### src/rtl/pipe_ctrl.sv
// Pipeline hazard/stall controller: RUN, BUBBLE, MEMWAIT, HALTED.
// Drives register enables/flushes, a sticky memory-timeout flag and a stall counter.
//
// Ports:
//   clk, rst (sync, active-low)
//   halt, resume, mem_req, mem_done, branch_taken, load_use : control inputs
//   pc_en, ifid_en, idex_en, exmem_en, memwb_en : register enables
//   ifid_flush, idex_flush : bubble insertion
//   halted, mem_err, stall_cnt[CNT_W-1:0] : status
module pipe_ctrl #(
  parameter int TIMEOUT = 16,
  parameter int CNT_W   = 16
) (
  input  logic             clk,
  input  logic             rst,
  input  logic             halt,
  input  logic             resume,
  input  logic             mem_req,
  input  logic             mem_done,
  input  logic             branch_taken,
  input  logic             load_use,
  output logic             pc_en,
  output logic             ifid_en,
  output logic             idex_en,
  output logic             exmem_en,
  output logic             memwb_en,
  output logic             ifid_flush,
  output logic             idex_flush,
  output logic             halted,
  output logic             mem_err,
  output logic [CNT_W-1:0] stall_cnt
);

  typedef enum logic [1:0] {
    S_RUN,
    S_BUBBLE,
    S_MEMWAIT,
    S_HALTED
  } state_t;

  localparam logic [7:0] TO = 8'(TIMEOUT);
  localparam logic [4:0] EN_ALL = 5'b11111;
  localparam logic [4:0] EN_LU  = 5'b00111;

  state_t           r_state;
  state_t           w_next;
  logic [7:0]       r_wait;
  logic [7:0]       w_wait_nxt;
  logic             r_err;
  logic             w_err_set;
  logic [CNT_W-1:0] r_cnt;
  logic [4:0]       w_en;
  logic             w_iff;
  logic             w_idf;
  logic             w_busy;

  assign w_busy = mem_req && !mem_done;

  always_comb begin
    w_next     = r_state;
    w_wait_nxt = r_wait;
    w_err_set  = 1'b0;
    w_en       = 5'b00000;
    w_iff      = 1'b0;
    w_idf      = 1'b0;
    unique case (r_state)
      S_RUN, S_BUBBLE: begin
        if (halt) begin
          w_next = S_HALTED;
        end else if (w_busy) begin
          w_wait_nxt = 8'd1;
          w_next     = S_MEMWAIT;
        end else if (branch_taken) begin
          w_en   = EN_ALL;
          w_iff  = 1'b1;
          w_idf  = 1'b1;
          w_next = S_RUN;
        end else if (load_use && r_state == S_RUN) begin
          // Hold PC and IF/ID, push a bubble into ID/EX.
          w_en   = EN_LU;
          w_idf  = 1'b1;
          w_next = S_BUBBLE;
        end else begin
          w_en   = EN_ALL;
          w_next = S_RUN;
        end
      end
      S_MEMWAIT: begin
        if (mem_done) begin
          w_en       = EN_ALL;
          w_wait_nxt = 8'd0;
          w_next     = S_RUN;
        end else if (r_wait == TO) begin
          w_err_set  = 1'b1;
          w_wait_nxt = 8'd0;
          w_next     = S_HALTED;
        end else begin
          w_wait_nxt = r_wait + 8'd1;
        end
      end
      S_HALTED: begin
        if (resume && !halt) begin
          w_next = S_RUN;
        end
      end
      default: w_next = S_RUN;
    endcase
  end

  assign pc_en      = rst && w_en[4];
  assign ifid_en    = rst && w_en[3];
  assign idex_en    = rst && w_en[2];
  assign exmem_en   = rst && w_en[1];
  assign memwb_en   = rst && w_en[0];
  assign ifid_flush = rst && w_iff;
  assign idex_flush = rst && w_idf;
  assign halted     = rst && (r_state == S_HALTED);
  assign mem_err    = r_err;
  assign stall_cnt  = r_cnt;

  always_ff @(posedge clk) begin
    if (!rst) begin
      r_state <= S_RUN;
      r_wait  <= 8'd0;
      r_err   <= 1'b0;
      r_cnt   <= '0;
    end else begin
      r_state <= w_next;
      r_wait  <= w_wait_nxt;
      if (w_err_set) begin
        r_err <= 1'b1;
      end
      // Saturating count of cycles where the PC is held.
      if (!w_en[4] && r_cnt != {CNT_W{1'b1}}) begin
        r_cnt <= r_cnt + {{(CNT_W-1){1'b0}}, 1'b1};
      end
    end
  end

endmodule

### config.mk
export PLATFORM = sky130hd
export DESIGN_NAME = pipe_ctrl
export DESIGN_NICKNAME = d
export VERILOG_FILES = /design/src/rtl/pipe_ctrl.sv
export SDC_FILE = /design/constraint.sdc
export NUM_CORES = 1
export LEC_CHECK = 0
export ABC_AREA = 0
export BUFFER_PORTS_ARGS = -buffer_cell sky130_fd_sc_hd__buf_2
export CAP_MARGIN = 0
export CORE_MARGIN = 10
export CORE_UTILIZATION = 52
export DETAILED_ROUTE_END_ITERATION = 10
export GPL_ROUTABILITY_DRIVEN = 1
export MAX_ROUTING_LAYER = met4
export PLACE_DENSITY_LB_ADDON = 0.12
export RECOVER_POWER = 50
export SETUP_SLACK_MARGIN = 0.02
export SYNTH_ARGS = -nofsm -noshare
export SYNTH_HDL_FRONTEND = slang
export SYNTH_SLANG_ARGS = --single-unit
### constraint.sdc
create_clock -name clk -period 2.5 [get_ports clk]
set_clock_uncertainty 0.05 [all_clocks]
set_input_delay 0.375 -clock clk [delete_from_list [all_inputs] [get_ports clk]]
set_output_delay 0.375 -clock clk [all_outputs]
set_load 0.05 [all_outputs]
* Word level (Yosys, flattened, before mapping)
Cells that the tools add are included.
** Word-level totals
- Logic and storage cells :: 66
- Bits in registers :: 27
- Output and inout bits :: 25
** Cells by class
- Reduce and logical (&&, ||, !) cells :: 20
- Muxes and demuxes :: 31
- Add/subtract/negate cells :: 2
- Equal/unequal tests :: 9
** Operators with widths (count)
- two-way mux 8 bit :: 4
- two-way mux 5 bit :: 5
- adder 16 x 1 -> 16 bit, second input constant :: 1
- != test 16 bit, second input constant :: 1
- case mux 8 bit (2 select lines) :: 1
- two-way mux 1 bit :: 14
- logical AND 1 bit :: 12
- two-way mux 2 bit :: 5
- case mux 5 bit (2 select lines) :: 1
- adder 8 x 1 -> 8 bit, second input constant :: 1
- == test 8 x 5 -> 1 bit, second input constant :: 1
- != test 2 bit, second input constant :: 3
- case mux 2 bit (3 select lines) :: 1
- == test 2 bit, second input constant :: 2
- zero test 1 bit :: 3
- != test 3 bit, second input constant :: 1
- AND reduction 3 bit :: 1
- == test 2 x 1 -> 1 bit, second input constant :: 1
- zero test 2 bit :: 1
- AND reduction 2 bit :: 1
- nonzero test 2 bit :: 1
- OR reduction 2 bit :: 1

* Depth between registers and ports, before layout
- Depth after elaboration :: 9
- Gate-level depth with buffers :: 7

* Worst setup path before layout
OpenSTA, ideal clock, no wires.
- Path type :: flip-flop to flip-flop
- Start point :: reg r_cnt[0] (netlist: stall_cnt[0])
- End point :: reg r_cnt[1] (netlist: stall_cnt[1])
- Path buffers :: 1
- Library setup time :: 0.128 ns
- Setup slack :: 0.217 ns
- Required time :: 2.322 ns
- Arrival :: 2.105 ns
- Stages on the path, launching flop included :: 8
- Cell sequence :: dfxtp_1 > ha_1 > nand3_1 > nor3_1 > a22o_2 > buf_6 > mux2i_1 > nor2_1
** On the way
- Longest elaborated chain between the ends :: 2
** RTL lines
- from (decl) :: RTL line 51 : logic [CNT_W-1:0] r_cnt;
- from (signal assigned) :: RTL line 135 : r_cnt <= r_cnt + {{(CNT_W-1){1'b0}}, 1'b1};
- branches (longest 2 deep; another with adder 16 x 1 -> 16 bit)
Several ways; the timed one is not identified.
A chain may end at the register's enable or synchronous reset.

* Worst setup path in the final report
Ends and elaborated chain as after synthesis.

==> results.md <==
- Number of DRC violations after detailed routing: 0
- Final hold slack: 0.311 ns
- Class of the most critical hold timing path: in2reg
- Startpoint types: flop
- Share of flip-flops with an asynchronous set or reset after synthesis: 0%
- TritonCTS buffer count: 3
- Post_cts resized: 0
- H-tree levels: 1
- Post-synthesis sequential area ratio: 38.2%
- Required time at the endpoint of the critical path: 2.66 ns
- Total of flip-flops plus latches after synthesis: 27
- Max transition margin: 60.3%
- Worst Setup End Kind: flop
- Core utilization of the finished layout: 62.2%
- Clock slew at reported path FFs: 0.15 ns
- Design Area, Final: 1580 um2
- Hold_sp: mem_req
- Total setup buffers inserted after CTS: 0
- Leading register cell type out of synthesis: dfxtp_1
- Longest Clk Path Bufs: 2
- Cell types with the largest area share after synthesis: dfxtp_1, a21oi_1, nor2_1
- Die X: 72.2 um
- Placement-stage worst setup slack: 0.309 ns
- Top-level port count: 33
- Hold buffers post-CTS: 0
- Core footprint: 2540 um2
- Filler-free cell count of the finished design: 227
- Largest net degree at the start of global routing: 16
- Maximum VDD drop: 0.482 mV
- Fraction of layout instances using a drive strength above 1: 15.2%
- Starting density of the core: 55.7%
- Chip Height: 72.2 um
- Detailed placer's ending HPWL: 2.53 mm
- Area of the die: 5210 um2
- Number of cells produced by synthesis: 166
- Number of hold-slack violations in the final timing report: 0
- Clock tree from TritonCTS: done
- Setup TNS Final: 0 ns
- Total of endpoints with negative setup slack in the final report: 0
- Number of search-and-repair iterations in the first detailed-routing pass: 4
- Leak pwr: 0.585 nW
- Final wirelength: 3.36 mm
- Count of synthesis-stage warnings from yosys: 0
- Via count of the first global-routing pass: 1290
- Worst setup path class: reg2reg
- Total vias in the final route: 1327
- Outcome: finished clean
- Cell total after placement: 223
- Insertion delay of the later-clocked pin in the worst-skew pair: 0.33 ns
- Highest-count cells in the layout ignoring fill and taps: dfxtp_1, clkbuf_1, nor2_1
- Worst-Margin Slew: 0.590 ns
- Total placed instance area: 1580 um2
- Sink Count: 27
- Average instance area after synthesis: 8.53 um2
- Overall global routing resource usage: 13.3%
- Total design power: 822 uW
- Number of inserted filler cells in the final layout: 239
- Unrepaired setup endpoints after global routing: no
- Share of Yosys cell area claimed by the top area cell type: 38.2%
- Number of diodes added for antenna fixing: 0
- Crit Reg-Reg Startpoint: stall_cnt[0]
- Post-synthesis to final-layout area growth: 11.8%
- Post-layout min period: 2.23 ns
- Cell Pwr Density: 519 nW/um2
- Critical path origin: stall_cnt[0]
- Iter 0 DRT Violations: 95
- Area of the mapped netlist: 1420 um2
- CP Max Fanout: 12
- Yosys top cell by area: dfxtp_1
- Max Slew Vio Count: 0
- Count of maximum capacitance violations: 0
- Number of nets produced by synthesis: 177
- Data arrival time of the critical path: 2.39 ns
- Antenna-violating nets left: 0
- Wire length of the first global-routing pass: 5.73 mm
- Number of placement rows: 18
- Post-synth cell types: 45
- Average vias per placed instance: 5.85
- GRT Residual Overflow: 0
- Clk Tree Root Cell: clkbuf_4
- Post-route worst setup slack: 0.273 ns
- Placer congestion estimate: 0.866
- Most common cell after layout, fill and taps aside: dfxtp_1
- Count of buffers from port buffering: 32
- Number of enable-type register cells in the synthesized netlist: 0
- Ratio of final minimum period to clock period: 89.1%
- Average routed wire per standard cell: 14.8 um
- Number of antenna violations at the first check in global routing: 0
- Number of nets in the finished design: 209
- Timing-limited maximum frequency: 449 MHz
-- synth_stat cells (2+ instances only) --
cell type and count:
o31ai_1 5, o21ai_0 4, xnor2_1 3, a21oi_1 15, or4_1 6, inv_1 7, ha_1 3, buf_4 3
nor3_1 4, nor2_1 18, nand2_1 10, nand2b_1 3, and2_2 2, mux2i_1 3, or3_1 4, and3_2 2
nand4_1 5, clkbuf_1 2, and3_1 3, dfxtp_1 27, xor2_1 6, nand3_1 8
-- path summary, 6_finish.rpt --
path / endpoint / slack, ns / depth (start not counted)
worst min register to register: mem_err / 0.46 / 2
worst max register to register: stall_cnt[1] / 0.27 / 6
worst min-delay path: r_state[0] / 0.31 / 4
worst max-delay path: stall_cnt[1] / 0.27 / 6
-- logic make-up (layout without fill, tap and decap cells) --
family / after synthesis / in the layout / share of synthesized area, %
flops: 27 / 27 / 38.2
buf+inv: 13 / 44 / 4.77
compound gates: 34 / 34 / 16.0
xor+xnor: 9 / 9 / 5.57
fa+ha+maj: 3 / 3 / 2.65
simple gates: 77 / 77 / 30.7
mux: 3 / 3 / 2.12
-- cell type report --
| class | instances | area (um2) | area share (%) |
|---|---|---|---|
| multi-input combinational | 126 | 808 | 51.0 |
| tap | 30 | 37.5 | 2.37 |
| clock buffer | 4 | 26.3 | 1.66 |
| sequential | 27 | 541 | 34.1 |
| timing repair buffer | 33 | 145 | 9.16 |
| inverter | 7 | 26.3 | 1.66 |
-- critical path: stages (launching register included) --
cell     delay, ns
dfxtp_1       0.45
ha_1          0.23
nand3_1       0.20
nor3_1        0.56
a22o_2        0.37
mux2i_1       0.21
nor2_1        0.05
-- report_power, final --
group          internal [mW]  leakage [nW]  switching, mW
logic                 0.0478         0.351          0.117
clock network         0.0626        0.0150          0.132
registers              0.444         0.219         0.0190
-- state kept, by name (all words and copies together), names as in the netlist --
name	cells
mem_err	1
stall_cnt	16
r_state	2
r_wait	8
-- layer usage --
metal / vias to the layer above / GRT usage [%] / routed length, um
li1: 672 / - / -
met5: - / - / 0
met3: 2 / 4.22 / 222
met2: 39 / 23.2 / 1720
met4: 0 / 1.72 / 15
met1: 614 / 14.9 / 1400
Power figures use the tool's default switching activity.
